$ cat config.mk
export PLATFORM = sky130hd
export DESIGN_NAME = demux_sel_scheduler
export DESIGN_NICKNAME = d
export VERILOG_FILES = /design/src/rtl/demux_sched_pkg.sv /design/src/rtl/rr_pick8.sv /design/src/rtl/demux_sel_scheduler.sv
export SDC_FILE = /design/constraint.sdc
export NUM_CORES = 1
export LEC_CHECK = 0
export ABC_AREA = 1
export BUFFER_PORTS_ARGS = -buffer_cell sky130_fd_sc_hd__buf_4
export CAP_MARGIN = 25
export CORE_MARGIN = 5
export CORE_UTILIZATION = 58
export DETAILED_ROUTE_END_ITERATION = 16
export PLACE_DENSITY = 0.8
export SLEW_MARGIN = 20
export SYNTH_ARGS = -nofsm -noshare
export SYNTH_HDL_FRONTEND = slang
export SYNTH_SLANG_ARGS = --single-unit
$ cat constraint.sdc
create_clock -name clk -period 3.7 [get_ports clk]
set_input_delay 0.185 -clock clk [delete_from_list [all_inputs] [get_ports clk]]
set_output_delay 0.185 -clock clk [all_outputs]
set_load 0.01 [all_outputs]
$ cat src/rtl/demux_sched_pkg.sv
// Shared types and constants for the demux select scheduler.
package demux_sched_pkg;
    localparam int NUM_OUT = 8;
    localparam int SEL_W   = 3;

    typedef enum logic [1:0] {
        IDLE  = 2'd0,
        GRANT = 2'd1,
        GAP   = 2'd2
    } state_t;
endpackage

$ cat src/rtl/rr_pick8.sv
// Round-robin pick: first set req bit at or after ptr, searching upward with wrap.
// Latency: combinational. Backpressure: none, pure function of req and ptr.
module rr_pick8
    import demux_sched_pkg::*;
(
    input  logic [NUM_OUT-1:0] req,
    input  logic [SEL_W-1:0]   ptr,
    output logic               any,
    output logic [SEL_W-1:0]   idx
);
    logic [SEL_W-1:0] cand;

    // Walk offsets from farthest to nearest so the nearest set bit wins.
    always_comb begin
        any  = |req;
        idx  = ptr;
        cand = ptr;
        for (int i = NUM_OUT - 1; i >= 0; i--) begin
            cand = ptr + SEL_W'(i);
            if (req[cand]) begin
                idx = cand;
            end
        end
    end
endmodule

$ cat src/rtl/demux_sel_scheduler.sv
// Time-slot round-robin scheduler driving a 1-to-8 demux select; DEMUX_SCHED_GAP_EN adds one idle GAP cycle per slot end.
// Latency: one cycle from req to route_en; slots last SLOT_LEN cycles unless the owner drops req early.
// Backpressure: none; a requester holds req to keep its slot and drops it to release the slot early.
module demux_sel_scheduler #(
    parameter int SLOT_LEN = 4,
    parameter int NUM_OUT  = 8
) (
    input  logic                             clk,
    input  logic                             reset,
    input  logic [NUM_OUT-1:0]               req,
    output logic [demux_sched_pkg::SEL_W-1:0] sel,
    output logic                             route_en,
    output logic [NUM_OUT-1:0]               grant,
    output logic                             slot_done,
    output logic                             busy
);
    import demux_sched_pkg::*;

    localparam int CNT_W = 4;

    state_t           state;
    logic [CNT_W-1:0] cnt;
    logic [SEL_W-1:0] ptr;
    logic [SEL_W-1:0] pick_ptr;
    logic [SEL_W-1:0] pick_idx;
    logic             pick_any;
    logic             slot_end;

    // slot_done is decoded from registered state and the live req so an early release ends the slot in the same cycle.
    assign slot_end  = (state == GRANT) && ((cnt == '0) || !req[sel]);
    assign slot_done = slot_end;
    assign busy      = (state != IDLE);
    assign pick_ptr  = slot_end ? sel + SEL_W'(1) : ptr;

    rr_pick8 u_pick (
        .req (req),
        .ptr (pick_ptr),
        .any (pick_any),
        .idx (pick_idx)
    );

    always_ff @(posedge clk) begin
        if (!reset) begin
            state    <= IDLE;
            sel      <= '0;
            route_en <= 1'b0;
            grant    <= '0;
            cnt      <= '0;
            ptr      <= '0;
        end else begin
            case (state)
                IDLE: begin
                    if (pick_any) begin
                        state    <= GRANT;
                        sel      <= pick_idx;
                        route_en <= 1'b1;
                        grant    <= {{(NUM_OUT-1){1'b0}}, 1'b1} << pick_idx;
                        cnt      <= CNT_W'(SLOT_LEN - 1);
                    end
                end
                GRANT: begin
                    if (slot_end) begin
                        ptr <= sel + SEL_W'(1);
`ifdef DEMUX_SCHED_GAP_EN
                        state    <= GAP;
                        route_en <= 1'b0;
                        grant    <= '0;
`else
                        if (pick_any) begin
                            sel      <= pick_idx;
                            route_en <= 1'b1;
                            grant    <= {{(NUM_OUT-1){1'b0}}, 1'b1} << pick_idx;
                            cnt      <= CNT_W'(SLOT_LEN - 1);
                        end else begin
                            state    <= IDLE;
                            route_en <= 1'b0;
                            grant    <= '0;
                        end
`endif
                    end else begin
                        cnt <= cnt - CNT_W'(1);
                    end
                end
`ifdef DEMUX_SCHED_GAP_EN
                GAP: begin
                    if (pick_any) begin
                        state    <= GRANT;
                        sel      <= pick_idx;
                        route_en <= 1'b1;
                        grant    <= {{(NUM_OUT-1){1'b0}}, 1'b1} << pick_idx;
                        cnt      <= CNT_W'(SLOT_LEN - 1);
                    end else begin
                        state <= IDLE;
                    end
                end
`endif
                default: begin
                    state    <= IDLE;
                    route_en <= 1'b0;
                    grant    <= '0;
                end
            endcase
        end
    end
endmodule
Yosys cells after proc, flatten, opt, wreduce, memory -nomap -nowiden
Index checks and enable logic that the tools add are counted.
Widths: inputs -> output; s select.
- order comparisons: 9
- add/subtract/negate cells: 9
- shifts and indexed selects: 1
- reductions and logical operators: 11
- eq/ne operators: 4
- mux-type cells: 45
- operators with widths (cell ; number):
    $lt 3x4->1 const B ; 9
    $mux 3 ; 11
    $bmux 1 s3 ; 9
    $mux 8 ; 3
    $pmux 8 s2 ; 1
    $add 3x3->3 const B ; 4
    $mux 1 ; 12
    $mux 4 ; 2
    $pmux 4 s2 ; 1
    $reduce_or 8->1 ; 1
    $shl 1x3->8 const A ; 1
    $add 3x1->3 const B ; 2
    $add 3x2->3 const B ; 2
    $mux 2 ; 3
    $ne 2x2->1 const B ; 3
    $pmux 3 s2 ; 1
    $logic_not 4->1 ; 1
    $pmux 2 s2 ; 1
    $reduce_and 2->1 ; 2
    $reduce_bool 2->1 ; 2
    $sub 4x1->4 const B ; 1
    $reduce_and 3->1 ; 1
    $eq 2x1->1 const B ; 1
    $logic_not 2->1 ; 1
    4 further kinds ; 4
- logic and storage cells: 85
- input bits: 10
- register bits: 21

Depth between registers and ports, before layout
Gate-level depths: netlist (run 1).
- depth after elaboration: 21
- depth in mapped cells: 28
- depth with buffers taken out: 27

Cells and area by module
Synthesis (run 1) repeated with hierarchy kept, for this count alone.
- cell total of the unflattened synthesis: 282
- area, all modules: 1828.0 um2
- by module, submodules not included (module ; sequential area each (um2) ; times used ; area each (um2) ; cells each):
    demux_sel_scheduler ; 400.4 ; 1 ; 1082.3 ; 156
    rr_pick8 ; 0.0 ; 1 ; 745.7 ; 126

Worst setup path after synthesis (run 1)
No wires, ideal clock.
- path type: register to register
- from: reg sel[0] in the netlist's numbering
- to: reg grant[6]
- setup slack: 841 ps
- cell stages (with the launch flop): 25
- data arrival time: 2791 ps
- setup time: 68 ps
- path through: dfxtp_1 nand2_1 nand3_2 nand3_2 nand3_4 nand2_4 o21ai_4 ha_1 inv_1 nand3_1 nand3_1 nand2_1 nand3_1 nand2_1 nand2_1 nand2_1 nand2_1 nand2_2 nand2_2 nand2_2 nand2_2 inv_1 nor2_2 nand2_1 a21oi_2
- longest elaborated chain between the ends: 21
- ends and longest elaborated chain (what ; line ; RTL):
    start, declared ; demux_sel_scheduler.sv:11 ; output logic [demux_sched_pkg::SEL_W-1:0] sel,
    start signal, assigned ; demux_sel_scheduler.sv:55 ; sel <= pick_idx;
    start signal, assigned ; demux_sel_scheduler.sv:70 ; sel <= pick_idx;
    $bmux 1 s3 ; demux_sel_scheduler.sv:30 ; assign slot_end = (state == GRANT) && ((cnt == '0) || !req[sel]);
    $mux 1 (not written as such) ; demux_sel_scheduler.sv:30 ;
    $logic_not 1->1 ; demux_sel_scheduler.sv:30 ;
    $logic_or 1x1->1 ; demux_sel_scheduler.sv:30 ;
    $logic_and 1x1->1 ; demux_sel_scheduler.sv:30 ;
    $mux 3 ; -- ;
    $add 3x3->3 ; rr_pick8.sv:19 ; cand = ptr + SEL_W'(i);
    $bmux 1 s3 ; rr_pick8.sv:20 ; if (req[cand]) begin
    $mux 1 (not written as such) ; rr_pick8.sv:20 ;
    $mux 3 (8 in a row) ; rr_pick8.sv:20 ;
    $shl 1x3->8 ; demux_sel_scheduler.sv:57, demux_sel_scheduler.sv:72 ;
    $mux 8 ; demux_sel_scheduler.sv:69 ; if (pick_any) begin
    $mux 8 ; demux_sel_scheduler.sv:62 ; if (slot_end) begin
    $pmux 8 s2 ; demux_sel_scheduler.sv:51 ; case (state)
    end signal, assigned ; demux_sel_scheduler.sv:57 ; grant <= {{(NUM_OUT-1){1'b0}}, 1'b1} << pick_idx;
    end signal, assigned ; demux_sel_scheduler.sv:72 ; grant <= {{(NUM_OUT-1){1'b0}}, 1'b1} << pick_idx;
    end, declared ; demux_sel_scheduler.sv:13 ; output logic [NUM_OUT-1:0] grant,
Several ways; a longest one is shown, not always the timed one. The select of a mux whose other input is x is not followed.
A chain may end at the register's enable or synchronous reset.

Final worst setup path (run 1)
- from: reg sel[1] in the netlist's numbering
- to: reg grant[0]
Same word-level chain as after synthesis.

==> metrics.sh, run 1 <==
IO_PINS=24
POSTSYNTH.TOPFLOPCELL='sky130_fd_sc_hd__dfxtp_1'
SYN2LAYOUT_AREA_GROWTH_PCT=14.4
TIMING.CRITICAL_PATH.TO_TYPE='flop'
TRITONCTS.NUM_BUFFERS=3
CLOCKROOTBUFFER='sky130_fd_sc_hd__clkbuf_4'
FINAL_MIN_PERIOD_OVER_CLOCK_PERIOD=0.882
FINALSETUPTNS_NS=0
SYNTH_MUX_AREA_FRAC=0
R2R-END='grant[0]'
GP_ROUTABILITY_CONGESTION=0.947
TIMING.HOLD.WORST.CLASS='input pin to flop'
DR_TOTAL_VIAS=1804
SYNTH-EDFF-COUNT=0
CRITICAL_PATH_START_TYPE='flop'
CTS.SINKS=20
SETUP-VIOLATIONS-FINAL=0
SYNTHESIS.INSTANCES=273
CRITICAL_PATH_CLASS='flop to flop'
WIRELENGTH_UM=4300
SYN-NUM-NETS=289
SYNTHADDERAREAFRAC=0.0428
DRIVE_GT1_FRAC=0.221
SYNTH.AVG_CELL_AREA_UM2=6.42
WORST-PATH-MAX-FANOUT=10
RR_WORST_DEPTH=22
TIMING.CLOCK.SKEW_NS=0.00821
LAYOUT.CORE_UTILIZATION=0.674
DRTITER0DRC=151
WORST_EP_ARRIVAL_TIME_NS=3.49
ROUTE.DETAILED.WL_PER_INST_UM=13.0
GRT_PASS1_WL_UM=7420
MAX-CAP-VIOLATIONS=0
GRT_OVERFLOW=0
GRTUSAGETOTAL=0.220
GRT_ANTENNA_BEFORE_REPAIR=0
MAX-CLOCK-PATH-BUFFERS=2
RSZ_0062_RAISED_AFTER_GLOBAL_ROUTING='false'
STATUS='finished, final reports clean'
FLOORPLAN.DIE_AREA_UM2=4220
REGTOREGSTARTPOINT='sel[1]'
CLK_PIN_SLEW_WORST_PATHS_NS=0.11
SYNTH_SIMPLE_GATE_AREA_FRAC=0.482
LAYOUT.FILLER_CELLS=287
RELATIVE_SLEW_MARGINS=0.661
ROW_COUNT=20
SYNTH_TOP_FAMILY_BY_AREA='simple AND/OR/NAND/NOR gates'
DPL.CELL_COUNT=327
SETUP.REG_TO_REG.WORST_SLACK_NS=0.44
YOSYS.CELL_COUNT.TOP_TYPE='sky130_fd_sc_hd__nand2_1'
PLACE_HPWL_UM=3480
FIRST_PASS_ITERS=4
SYNTHDOMINANTCELLAREASHARE=0.228
DIE-WIDTH_UM=65.0
SYNTH.FF_LATCH_COUNT=20
SYNTH.CELLS.MOST_FREQUENT='sky130_fd_sc_hd__nand2_1, sky130_fd_sc_hd__nand3_1, sky130_fd_sc_hd__inv_1'
POST-CTS-SETUP-BUFFER-COUNT=0
HTREE_LEVELS=1
CP-ENDPOINT='grant[0]'
FINAL.MIN_CLOCK_PERIOD_NS=3.26
YOSYSUNIQUECELLTYPES=30
FINAL_HOLD_VIOL_COUNT=0
FINAL_CELL_COUNT_NO_FILL=331
SYNTH_COMPOUND_AREA_FRAC=0.133
DRC=0
CORE_REGION_AREA_UM2=2980
YS_TOP_CELLS_BY_AREA='sky130_fd_sc_hd__dfxtp_1, sky130_fd_sc_hd__nand2_1, sky130_fd_sc_hd__nand3_1'
SEQ_AREA_FRAC_SYNTH=0.228
GRT_START_MAX_NET_PINS=18
YOSYS.AREA_SHARE.XOR_XNOR=0.0143
SYNTH_LARGEST_AREA_CELL='sky130_fd_sc_hd__dfxtp_1'
MIN_PATH_CELLS=3
CLK-INSERTION-DELAY-LATE_NS=0.30
SYNTH.YOSYS.WARNINGS=0
DIE_HEIGHT_UM=65.0
NUMPORTBUFFERS=23
NUMBER_OF_GLOBAL_ROUTE_VIAS_BEFORE_REPAIR=1771
SLEW_AT_THE_PIN_CLOSEST_TO_ITS_MAX_SLEW_LIMIT_NS=0.505
REQUIRED_WORST_ENDPOINT_NS=3.92
POST_SYNTH_INSTANCE_AREA_UM2=1750
FINAL_NET_COUNT=315
INITIAL_UTILIZATION=0.589
REMAINING_NUMBER_OF_NETS_FLAGGED_BY_THE_ANTENNA_CHECK_AFTER_ROUTING=0
FRACTION_OF_REGISTERS_WITH_ASYNC_SET_OR_RESET_AFTER_SYNTHESIS=0
MAXIMUM_FREQUENCY_FROM_STATIC_TIMING_ANALYSIS_MHz=306
TIMING.CRITICAL_PATH.FROM='sel[1]'
N_ANTENNA_CELL=0
FINAL-MAX-SLEW-VIOLATION-COUNT=0
TRITONCTS='done'
VIA_PER_INST=5.45
[what timing repair did]
item	4_1_cts	5_1_grt
resized for setup	0	1
hold buffers	0	0
setup endpoints to repair	0	1
[state kept, by name (all words and copies together) (netlist names)]
name,count
grant,8
cnt,4
ptr,3
sel,3
route_en,1
state,1
[how the worst min path moves through the flow]
stage | startpoint | endpoint | slack [ns]
after floorplan | reset | route_en | 0.32
after global placement | cnt[3] | cnt[3] | 0.45
after detailed placement | grant[4] | grant[4] | 0.46
after CTS | reset | route_en | 0.15
after global routing | reset | sel[1] | 0.18
final | reset | route_en | 0.15
[cell type report]
type | count | area [µm²] | area share
Multi-Input combinational cell | 209 | 1180 | 0.587
Tap cell | 33 | 41.3 | 0.0206
Clock inverter | 1 | 30.0 | 0.0150
Timing Repair Buffer | 23 | 173 | 0.0861
Clock buffer | 3 | 22.5 | 0.0112
Inverter | 42 | 160 | 0.0799
Sequential cell | 20 | 402 | 0.200
[through the flow]
step           hold WS (ns)  area (µm²)  worst slack (ns)
3_3_place_gp          0.453        1950             0.529
6_report              0.153        2010             0.435
3_5_place_dp          0.461        1950             0.447
5_1_grt               0.177        2010            0.0692
4_1_cts               0.148        2000             0.388
2_1_floorplan         0.323        1750             0.841
[cells in the final DEF (no fill, tap or decap), types with 2 or more instances in the layout]
cell	n
sky130_fd_sc_hd__nand2_4	6
sky130_fd_sc_hd__nand3_1	48
sky130_fd_sc_hd__nand2_1	73
sky130_fd_sc_hd__nor2_1	11
sky130_fd_sc_hd__nand3_2	8
sky130_fd_sc_hd__nand2_2	11
sky130_fd_sc_hd__inv_1	38
sky130_fd_sc_hd__o21ai_0	6
sky130_fd_sc_hd__buf_4	23
sky130_fd_sc_hd__nor2_2	2
sky130_fd_sc_hd__nand4_1	2
sky130_fd_sc_hd__nand3_4	2
sky130_fd_sc_hd__clkbuf_4	3
sky130_fd_sc_hd__ha_1	6
sky130_fd_sc_hd__clkinv_1	2
sky130_fd_sc_hd__a211oi_1	2
sky130_fd_sc_hd__a21oi_1	19
sky130_fd_sc_hd__a21oi_2	4
sky130_fd_sc_hd__dfxtp_1	19
[per-layer routing]
layer / routed length, µm / share of wire / vias to the layer above / global-route usage
met3: 163 / 0.038 / 9 / 0.0208
met2: 2090 / 0.49 / 40 / 0.395
li1: - / - / 942 / -
met1: 1970 / 0.46 / 813 / 0.270
met4: 74 / 0.017 / 0 / 0.0818
met5: 0 / 0 / - / 0
[critical path, cell delays in order (launching register included)]
cell and delay [ns]:
sky130_fd_sc_hd__dfxtp_1 0.47, sky130_fd_sc_hd__inv_1 0.09, sky130_fd_sc_hd__nand3_1 0.10, sky130_fd_sc_hd__nand3_2 0.09, sky130_fd_sc_hd__nand3_4 0.12, sky130_fd_sc_hd__nand2_4 0.11, sky130_fd_sc_hd__o21ai_4 0.33, sky130_fd_sc_hd__ha_1 0.38
sky130_fd_sc_hd__inv_1 0.19, sky130_fd_sc_hd__nand3_1 0.14, sky130_fd_sc_hd__nand3_1 0.14, sky130_fd_sc_hd__nand2_1 0.06, sky130_fd_sc_hd__nand3_1 0.06, sky130_fd_sc_hd__nand2_1 0.05, sky130_fd_sc_hd__nand2_1 0.06, sky130_fd_sc_hd__nand2_1 0.05
sky130_fd_sc_hd__nand2_1 0.07, sky130_fd_sc_hd__nand2_1 0.05, sky130_fd_sc_hd__nand2_1 0.07, sky130_fd_sc_hd__nand2_2 0.09, sky130_fd_sc_hd__a21oi_1 0.21, sky130_fd_sc_hd__nand3_1 0.11, sky130_fd_sc_hd__a21oi_1 0.14
[cell families (layout without fill, tap and decap cells)]
kind of cell,after synthesis,count (layout)
AND/OR/NAND/NOR,165,165
buffers and inverters,44,69
AO/OA/AOI/OAI,36,36
flip-flops,20,20
adder cells (fa/ha/maj),6,6
XOR/XNOR,2,2
Power of run 1 is not shown: default switching activity piles up to over one toggle a cycle in this logic, so the estimate is an artifact.
==> run 2: changes to the inputs <==
Settings changed: SYNTH_HIERARCHICAL set to 1.
==> run 2 against run 1 <==
  * First-iteration DRC count increased by 12%
  * Final cell count increased by 6.6%
  * Wire length increased by 1.8%
  * Die area increased by 3.6%
==> metrics.sh, run 2 <==
STATUS='finished, final reports clean'
FINAL_HOLD_VIOL_COUNT=0  # unchanged
SYNTH.FF_LATCH_COUNT=20  # unchanged
FIRST_PASS_ITERS=4  # unchanged
CTS_RESIZED=0  # unchanged
LAYOUT.CORE_UTILIZATION=0.701  # +0.0277
GRT_OVERFLOW=0  # unchanged
SEQ_AREA_FRAC_SYNTH=0.219  # -0.00938
CTS.SINKS=20  # unchanged
LARGEST_REGISTER='grant'
SYNTH-EDFF-COUNT=0  # unchanged
DRTITER0DRC=169  # +12%
CLOCKROOTBUFFER='sky130_fd_sc_hd__clkbuf_4'
POST-CTS-SETUP-BUFFER-COUNT=0  # unchanged
DIE_HEIGHT_UM=66.1  # +1.8%
GRT_START_MAX_NET_PINS=18  # unchanged
TIMING.HOLD.WORST.CLASS='input pin to flop'
CORE_REGION_AREA_UM2=3030  # +1.7%
GRT_ANTENNA_BEFORE_REPAIR=0  # unchanged
DRIVE_GT1_FRAC=0.269  # +0.0471
LAYOUT_COMMON_CELLS='sky130_fd_sc_hd__nand2_1, sky130_fd_sc_hd__nand3_1, sky130_fd_sc_hd__inv_1'
SYNTH_LARGEST_AREA_CELL='sky130_fd_sc_hd__dfxtp_1'
SYN2LAYOUT_AREA_GROWTH_PCT=16.2
FLOORPLAN.DIE_AREA_UM2=4370  # +3.6%
LAYOUT.CELLS.MOST_COMMON='sky130_fd_sc_hd__nand2_1'
IO_PINS=24  # unchanged
WORST_PATH_MOST_REPEATED_CELL='sky130_fd_sc_hd__nand2_1'
CRITPATHMAXSTAGEDELAY_NS=0.38  # -0.09 ns
WORST-PATH-MAX-FANOUT=17  # +7
REQUIRED_WORST_ENDPOINT_NS=3.94  # +0.02 ns
FINALSETUPTNS_NS=0  # unchanged
TRITONCTS.NUM_BUFFERS=3  # unchanged
CRITICAL_PATH_START_TYPE='flop'
MAX_REG_FLOPS=8  # unchanged
YS_TOP_CELLS_BY_AREA='sky130_fd_sc_hd__dfxtp_1, sky130_fd_sc_hd__nand2_1, sky130_fd_sc_hd__nand3_1'
TIMING.CRITICAL_PATH.TO_TYPE='flop'
ROW_COUNT=20  # unchanged
REMAINING_NUMBER_OF_NETS_FLAGGED_BY_THE_ANTENNA_CHECK_AFTER_ROUTING=0  # unchanged
GP_ROUTABILITY_CONGESTION=0.973  # +2.7%
CLK-INSERTION-DELAY-LATE_NS=0.30  # about the same
SYNTHESIS.INSTANCES=282  # +3.3%
FINAL-MAX-SLEW-VIOLATION-COUNT=0  # unchanged
INITIAL_UTILIZATION=0.604  # +0.0151
CRITICAL_PATH.SLOWEST_CELL='sky130_fd_sc_hd__dfxtp_4'
CRITICAL_PATH_CLASS='flop to flop'
GRT_PASS1_WL_UM=7780  # +4.7%
POST_SYNTH_INSTANCE_AREA_UM2=1830  # +4.3%
SYN-NUM-NETS=298  # +3.1%
NUMPORTBUFFERS=23  # unchanged
TIMING.CLOCK.SKEW_NS=0.00210  # -0.00611 ns
CRIT_PATH_LEADING_DELAY_FAMILY='simple AND/OR/NAND/NOR gates'
FINAL_MIN_PERIOD_OVER_CLOCK_PERIOD=0.891  # +0.00857
GRTUSAGETOTAL=0.227  # +0.00610
WIRELENGTH_UM=4370  # +1.8%
MAX-CLOCK-PATH-BUFFERS=2  # unchanged
SLEW_AT_THE_PIN_CLOSEST_TO_ITS_MAX_SLEW_LIMIT_NS=0.507  # +0.00188 ns
VIA_PER_INST=5.25  # -3.7%
DRC=0  # unchanged
ROUTE.DETAILED.WL_PER_INST_UM=12.4  # -4.6%
TRITONCTS='done'
RELATIVE_SLEW_MARGINS=0.662  # about the same
SYNTH.AVG_CELL_AREA_UM2=6.48  # +0.95%
NUMBER_OF_GLOBAL_ROUTE_VIAS_BEFORE_REPAIR=1781  # +0.56%
PATH_BUF_INV=5  # +3
FINAL.MIN_CLOCK_PERIOD_NS=3.30  # +0.0317 ns
PLACE_HPWL_UM=3580  # +3.1%
DR_TOTAL_VIAS=1853  # +2.7%
SYNTHDOMINANTCELLAREASHARE=0.219  # -0.00938
YOSYS.CELL_COUNT.TOP_TYPE='sky130_fd_sc_hd__nand2_1'
LAYOUT.FILLER_CELLS=285  # -0.70%
N_ANTENNA_CELL=0  # unchanged
SYNTH.YOSYS.WARNINGS=6  # +6
FRACTION_OF_REGISTERS_WITH_ASYNC_SET_OR_RESET_AFTER_SYNTHESIS=0  # unchanged
CTS_HOLD_REPAIR.BUFFERS=0  # unchanged
DIE-WIDTH_UM=66.1  # +1.8%
MAX-CAP-VIOLATIONS=0  # unchanged
SETUP-VIOLATIONS-FINAL=0  # unchanged
TOP_REGS='grant: 8 flops, cnt: 4 flops'
MAXIMUM_FREQUENCY_FROM_STATIC_TIMING_ANALYSIS_MHz=303  # -0.96%
CLK_PIN_SLEW_WORST_PATHS_NS=0.11  # about the same
WORST_EP_ARRIVAL_TIME_NS=3.54  # +0.05 ns
POSTSYNTH.TOPFLOPCELL='sky130_fd_sc_hd__dfxtp_1'
FINAL_NET_COUNT=326  # +3.5%
SYNTH.CELLS.MOST_FREQUENT='sky130_fd_sc_hd__nand2_1, sky130_fd_sc_hd__nand3_1, sky130_fd_sc_hd__inv_1'
HTREE_LEVELS=1  # unchanged
RSZ_0062_RAISED_AFTER_GLOBAL_ROUTING='false'
YOSYSUNIQUECELLTYPES=30  # unchanged
[run 2: routing by layer]
metal	vias to the layer above	track usage	wire length (µm)
met5	-	0	0
met4	0	0.0736	63
met3	8	0.0340	162
met2	40	0.364	2130
met1	839	0.308	2020
li1	966	-	-
[run 2: final timing paths]
path	start	endpoint	slack, ns	depth (start not counted)
setup / recovery	sel[0]	grant[2]	0.40	27
hold / removal	reset	route_en	0.18	3
setup reg to reg	sel[0]	grant[2]	0.40	27
hold reg to reg	grant[6]	grant[6]	0.48	2
[run 2: through the flow]
| stage | std cells | setup WS (ns) | area, µm² | hold slack [ns] |
|---|---|---|---|---|
| after detailed placement | 349 | 0.189 | 2040 | 0.472 |
| after global placement | 349 | 0.242 | 2040 | 0.468 |
| final | 353 | 0.404 | 2120 | 0.176 |
| after global routing | 353 | 0.0273 | 2120 | 0.156 |
| after CTS | 353 | 0.144 | 2100 | 0.164 |
| after floorplan | 282 | 0.440 | 1830 | 0.398 |
[run 2: kinds of logic after synthesis]
group / Yosys count / synth area share
simple gates: 177 / 0.502
buf+inv: 50 / 0.127
compound gates: 25 / 0.0732
flops: 20 / 0.219
fa+ha+maj: 6 / 0.0411
xor+xnor: 4 / 0.0377
[run 2: layout make-up]
class	instances	area (µm²)	share of cell area
clock inverter	1	30.0	0.0141
sequential	20	405	0.191
inverter	44	175	0.0825
multi-input combinational	212	1220	0.573
tap	44	55.1	0.0259
timing repair buffer	29	218	0.103
clock buffer	3	22.5	0.0106
[run 2: worst register-to-register path, cell delays in order (launching register included)]
cell and delay [ns]:
sky130_fd_sc_hd__dfxtp_4 0.38, sky130_fd_sc_hd__inv_2 0.08, sky130_fd_sc_hd__nand2_1 0.06, sky130_fd_sc_hd__nand3_1 0.08, sky130_fd_sc_hd__nand3_2 0.11, sky130_fd_sc_hd__nand2_4 0.12
sky130_fd_sc_hd__nand2_4 0.08, sky130_fd_sc_hd__nand2_8 0.12, sky130_fd_sc_hd__nand2_1 0.07, sky130_fd_sc_hd__o21ai_1 0.11, sky130_fd_sc_hd__inv_1 0.10, sky130_fd_sc_hd__inv_1 0.09
sky130_fd_sc_hd__ha_2 0.32, sky130_fd_sc_hd__inv_2 0.13, sky130_fd_sc_hd__nand3_1 0.14, sky130_fd_sc_hd__nand3_2 0.13, sky130_fd_sc_hd__nand2_4 0.07, sky130_fd_sc_hd__a21oi_2 0.09
sky130_fd_sc_hd__nand2_1 0.06, sky130_fd_sc_hd__nand2_1 0.05, sky130_fd_sc_hd__nand2_1 0.04, sky130_fd_sc_hd__nand2_1 0.05, sky130_fd_sc_hd__nand2_1 0.08, sky130_fd_sc_hd__a21oi_4 0.19
sky130_fd_sc_hd__inv_1 0.08, sky130_fd_sc_hd__nor3_1 0.14, sky130_fd_sc_hd__nand3_1 0.11, sky130_fd_sc_hd__a21oi_1 0.15
Power of run 2 is left out for the same reason.
==> run 3: changes to the inputs <==
Settings changed: BUFFER_PORTS_ARGS -buffer_cell sky130_fd_sc_hd__buf_4 to unset, CORE_UTILIZATION 58 to 64, DONT_BUFFER_PORTS set to 1.
==> run 3 against run 2 <==
  * Critical path depth unchanged
  * First-iteration DRC count down 37%
  * Register-to-register slack worse by 0.05 ns
  * Final cell count down 9.9%
  * Hold slack worse by 0.17 ns
  * Worst setup slack worse by 0.050 ns
  * Wire length down 3.5%
  * Count of clock-buffer cells in the layout unchanged
  * Die area down 8.0%
  * Highest routed layer unchanged
==> metrics.sh, run 3 (synthesized netlist as in run 2, its figures left out) <==
GRT_ANTENNA_BEFORE_REPAIR=0  # unchanged
FIRST_PASS_ITERS=4  # unchanged
FINAL.MIN_CLOCK_PERIOD_NS=3.35  # +0.0496 ns
NUMPORTBUFFERS=0  # -100%
TIMING.CLOCK.SKEW_NS=0.0144  # +0.0123 ns
SYN2LAYOUT_AREA_GROWTH_PCT=6.71
WIRELENGTH_UM=4220  # -3.5%
GRT_START_MAX_NET_PINS=18  # unchanged
LAYOUT.CELLS.MOST_COMMON='sky130_fd_sc_hd__nand2_1'
IO_PINS=24  # unchanged
LAYOUT_SETUP_WS_NS=0.354  # -0.0496 ns
NUMBER_OF_GLOBAL_ROUTE_VIAS_BEFORE_REPAIR=1723  # -3.3%
CRITICAL_PATH_CLASS='flop to flop'
WORST-PATH-MAX-FANOUT=17  # unchanged
TIMING.CRITICAL_PATH.TO_TYPE='flop'
REQUIRED_WORST_ENDPOINT_NS=3.95  # about the same
MULTI_INPUT_COMB_AREA_UM2=1220  # +0.51%
GP_ROUTABILITY_CONGESTION=0.925  # -5.0%
STATUS='finished, final reports clean'
DRTITER0DRC=107  # -37%
LARGEST_REGISTER='grant'
MAX-CLOCK-PATH-BUFFERS=2  # unchanged
N_ANTENNA_CELL=0  # unchanged
TRITONCTS='done'
ROUTE.DETAILED.WL_PER_INST_UM=13.3  # +7.2%
PLACED_AREA_UM2=1850  # -9.6%
CLOCKROOTBUFFER='sky130_fd_sc_hd__clkbuf_4'
TRITONCTS.NUM_BUFFERS=3  # unchanged
RSZ_0062_RAISED_AFTER_GLOBAL_ROUTING='false'
HTREE_LEVELS=1  # unchanged
PLACE_HPWL_UM=3320  # -7.5%
FINAL_NET_COUNT=304  # -6.7%
FF_LATCH_AREA_UM2=405  # unchanged
CLK-INSERTION-DELAY-LATE_NS=0.32  # +0.02 ns
SLEW_AT_THE_PIN_CLOSEST_TO_ITS_MAX_SLEW_LIMIT_NS=0.508  # +0.000877 ns
VIA_PER_INST=5.66  # +7.9%
GRT_OVERFLOW=0  # unchanged
WORST_EP_ARRIVAL_TIME_NS=3.60  # +0.06 ns
RELATIVE_SLEW_MARGINS=0.661  # about the same
TOP_REGS='grant: 8 flops, cnt: 4 flops'
FINAL_HOLD_VIOL_COUNT=0  # unchanged
CTS.SINKS=20  # unchanged
LAYOUT.FILLER_CELLS=271  # -4.9%
DRIVE_GT1_FRAC=0.216  # -0.0526
MAX_REG_FLOPS=8  # unchanged
FINAL-MAX-SLEW-VIOLATION-COUNT=0  # unchanged
CRITICAL_PATH_START_TYPE='flop'
FLOORPLAN.DIE_AREA_UM2=4030  # -8.0%
DIE_HEIGHT_UM=63.4  # -4.1%
REMAINING_NUMBER_OF_NETS_FLAGGED_BY_THE_ANTENNA_CHECK_AFTER_ROUTING=0  # unchanged
DR_TOTAL_VIAS=1801  # -2.8%
POSTLAYOUTCELLAREA_UM2=1950  # -8.1%
PRECTSSETUPSLACK_NS=0.0839  # -0.105 ns
ROW_COUNT=19  # -5.0%
MAXIMUM_FREQUENCY_FROM_STATIC_TIMING_ANALYSIS_MHz=299  # -1.5%
LAYOUT_COMMON_CELLS='sky130_fd_sc_hd__nand2_1, sky130_fd_sc_hd__nand3_1, sky130_fd_sc_hd__inv_1'
GRT_PASS1_WL_UM=7320  # -5.9%
INITIAL_UTILIZATION=0.663  # +0.0592
DRC=0  # unchanged
SETUP-VIOLATIONS-FINAL=0  # unchanged
CORE_REGION_AREA_UM2=2760  # -8.9%
CLK_PIN_SLEW_WORST_PATHS_NS=0.12  # about the same
TIMING.HOLD.WORST.CLASS='input pin to flop'
FINALSETUPTNS_NS=0  # unchanged
MAX-CAP-VIOLATIONS=0  # unchanged
FINAL_MIN_PERIOD_OVER_CLOCK_PERIOD=0.904  # +0.0134
DIE-WIDTH_UM=63.4  # -4.1%
GRTUSAGETOTAL=0.219  # -0.00750
## run 3: changes by cell type in the layout (fill, tap and decap cells not counted)
cell                            previous run  this run
sky130_fd_sc_hd__buf_4                    29         6
sky130_fd_sc_hd__dlygate4sd3_1             0         1
sky130_fd_sc_hd__nand2_1                  68        67
sky130_fd_sc_hd__nand2_2                  13        14
sky130_fd_sc_hd__o21ai_0                   5         6
sky130_fd_sc_hd__o21ai_1                   3         1
sky130_fd_sc_hd__o21ai_2                   0         1
## run 3: area by class of cell
cell class,count,area share
well taps,31,0.0199
multi-input cells,212,0.627
clock buffers,3,0.0115
repair buffers,7,0.0282
clock inverters,1,0.0154
flip-flops and latches,20,0.208
inverters,44,0.0898
## run 3: stage by stage
stage | utilization | hold slack (ns) | cells
floorplan | - | 0.398 | 282
global placement | 0.670 | 0.310 | 312
global route | 0.707 | 0.00328 | 318
finish | 0.707 | 0.00737 | 318
CTS | 0.693 | 0.00197 | 317
detailed placement | 0.670 | 0.317 | 312
## run 3: worst max-delay path: stages, from the launching register on
cell and delay, ns:
sky130_fd_sc_hd__dfxtp_4 0.38, sky130_fd_sc_hd__inv_2 0.09, sky130_fd_sc_hd__nand2_1 0.06, sky130_fd_sc_hd__nand3_1 0.08, sky130_fd_sc_hd__nand3_2 0.11, sky130_fd_sc_hd__nand2_4 0.12, sky130_fd_sc_hd__nand2_4 0.07, sky130_fd_sc_hd__nand2_8 0.12
sky130_fd_sc_hd__nand2_1 0.08, sky130_fd_sc_hd__o21ai_2 0.07, sky130_fd_sc_hd__inv_2 0.09, sky130_fd_sc_hd__inv_8 0.11, sky130_fd_sc_hd__ha_2 0.33, sky130_fd_sc_hd__inv_2 0.13, sky130_fd_sc_hd__nand3_1 0.13, sky130_fd_sc_hd__nand3_2 0.13
sky130_fd_sc_hd__nand2_4 0.07, sky130_fd_sc_hd__a21oi_2 0.09, sky130_fd_sc_hd__nand2_1 0.06, sky130_fd_sc_hd__nand2_1 0.05, sky130_fd_sc_hd__nand2_1 0.05, sky130_fd_sc_hd__nand2_1 0.07, sky130_fd_sc_hd__nand2_1 0.08, sky130_fd_sc_hd__a21oi_4 0.22
sky130_fd_sc_hd__inv_1 0.08, sky130_fd_sc_hd__nor3_1 0.14, sky130_fd_sc_hd__nand3_1 0.10, sky130_fd_sc_hd__a21oi_1 0.17
## run 3: path summary, 6_finish.rpt
path	start	endpoint	slack [ns]	cells past startpoint
max	sel[0]	grant[2]	0.35	27
min	reset	grant[7]	0.007	2
min reg2reg	cnt[2]	cnt[2]	0.51	2
max reg2reg	sel[0]	grant[2]	0.35	27
## run 3: what timing repair did
action                                  CTS  global route
endpoints found under the setup margin    0            11
hold endpoints to repair                  3             0
hold buffers                              1             0
buffers inserted                          0             1
resized for setup                         0            11
## run 3: metal layers
layer  track usage  vias to the layer above  routed length (µm)
met5             0                        -                   0
li1              -                      921                   -
met3        0.0284                       15                 216
met4         0.119                        0                 152
met1         0.249                      813                1680
met2         0.388                       52                2170
Power of run 3 is left out for the same reason.
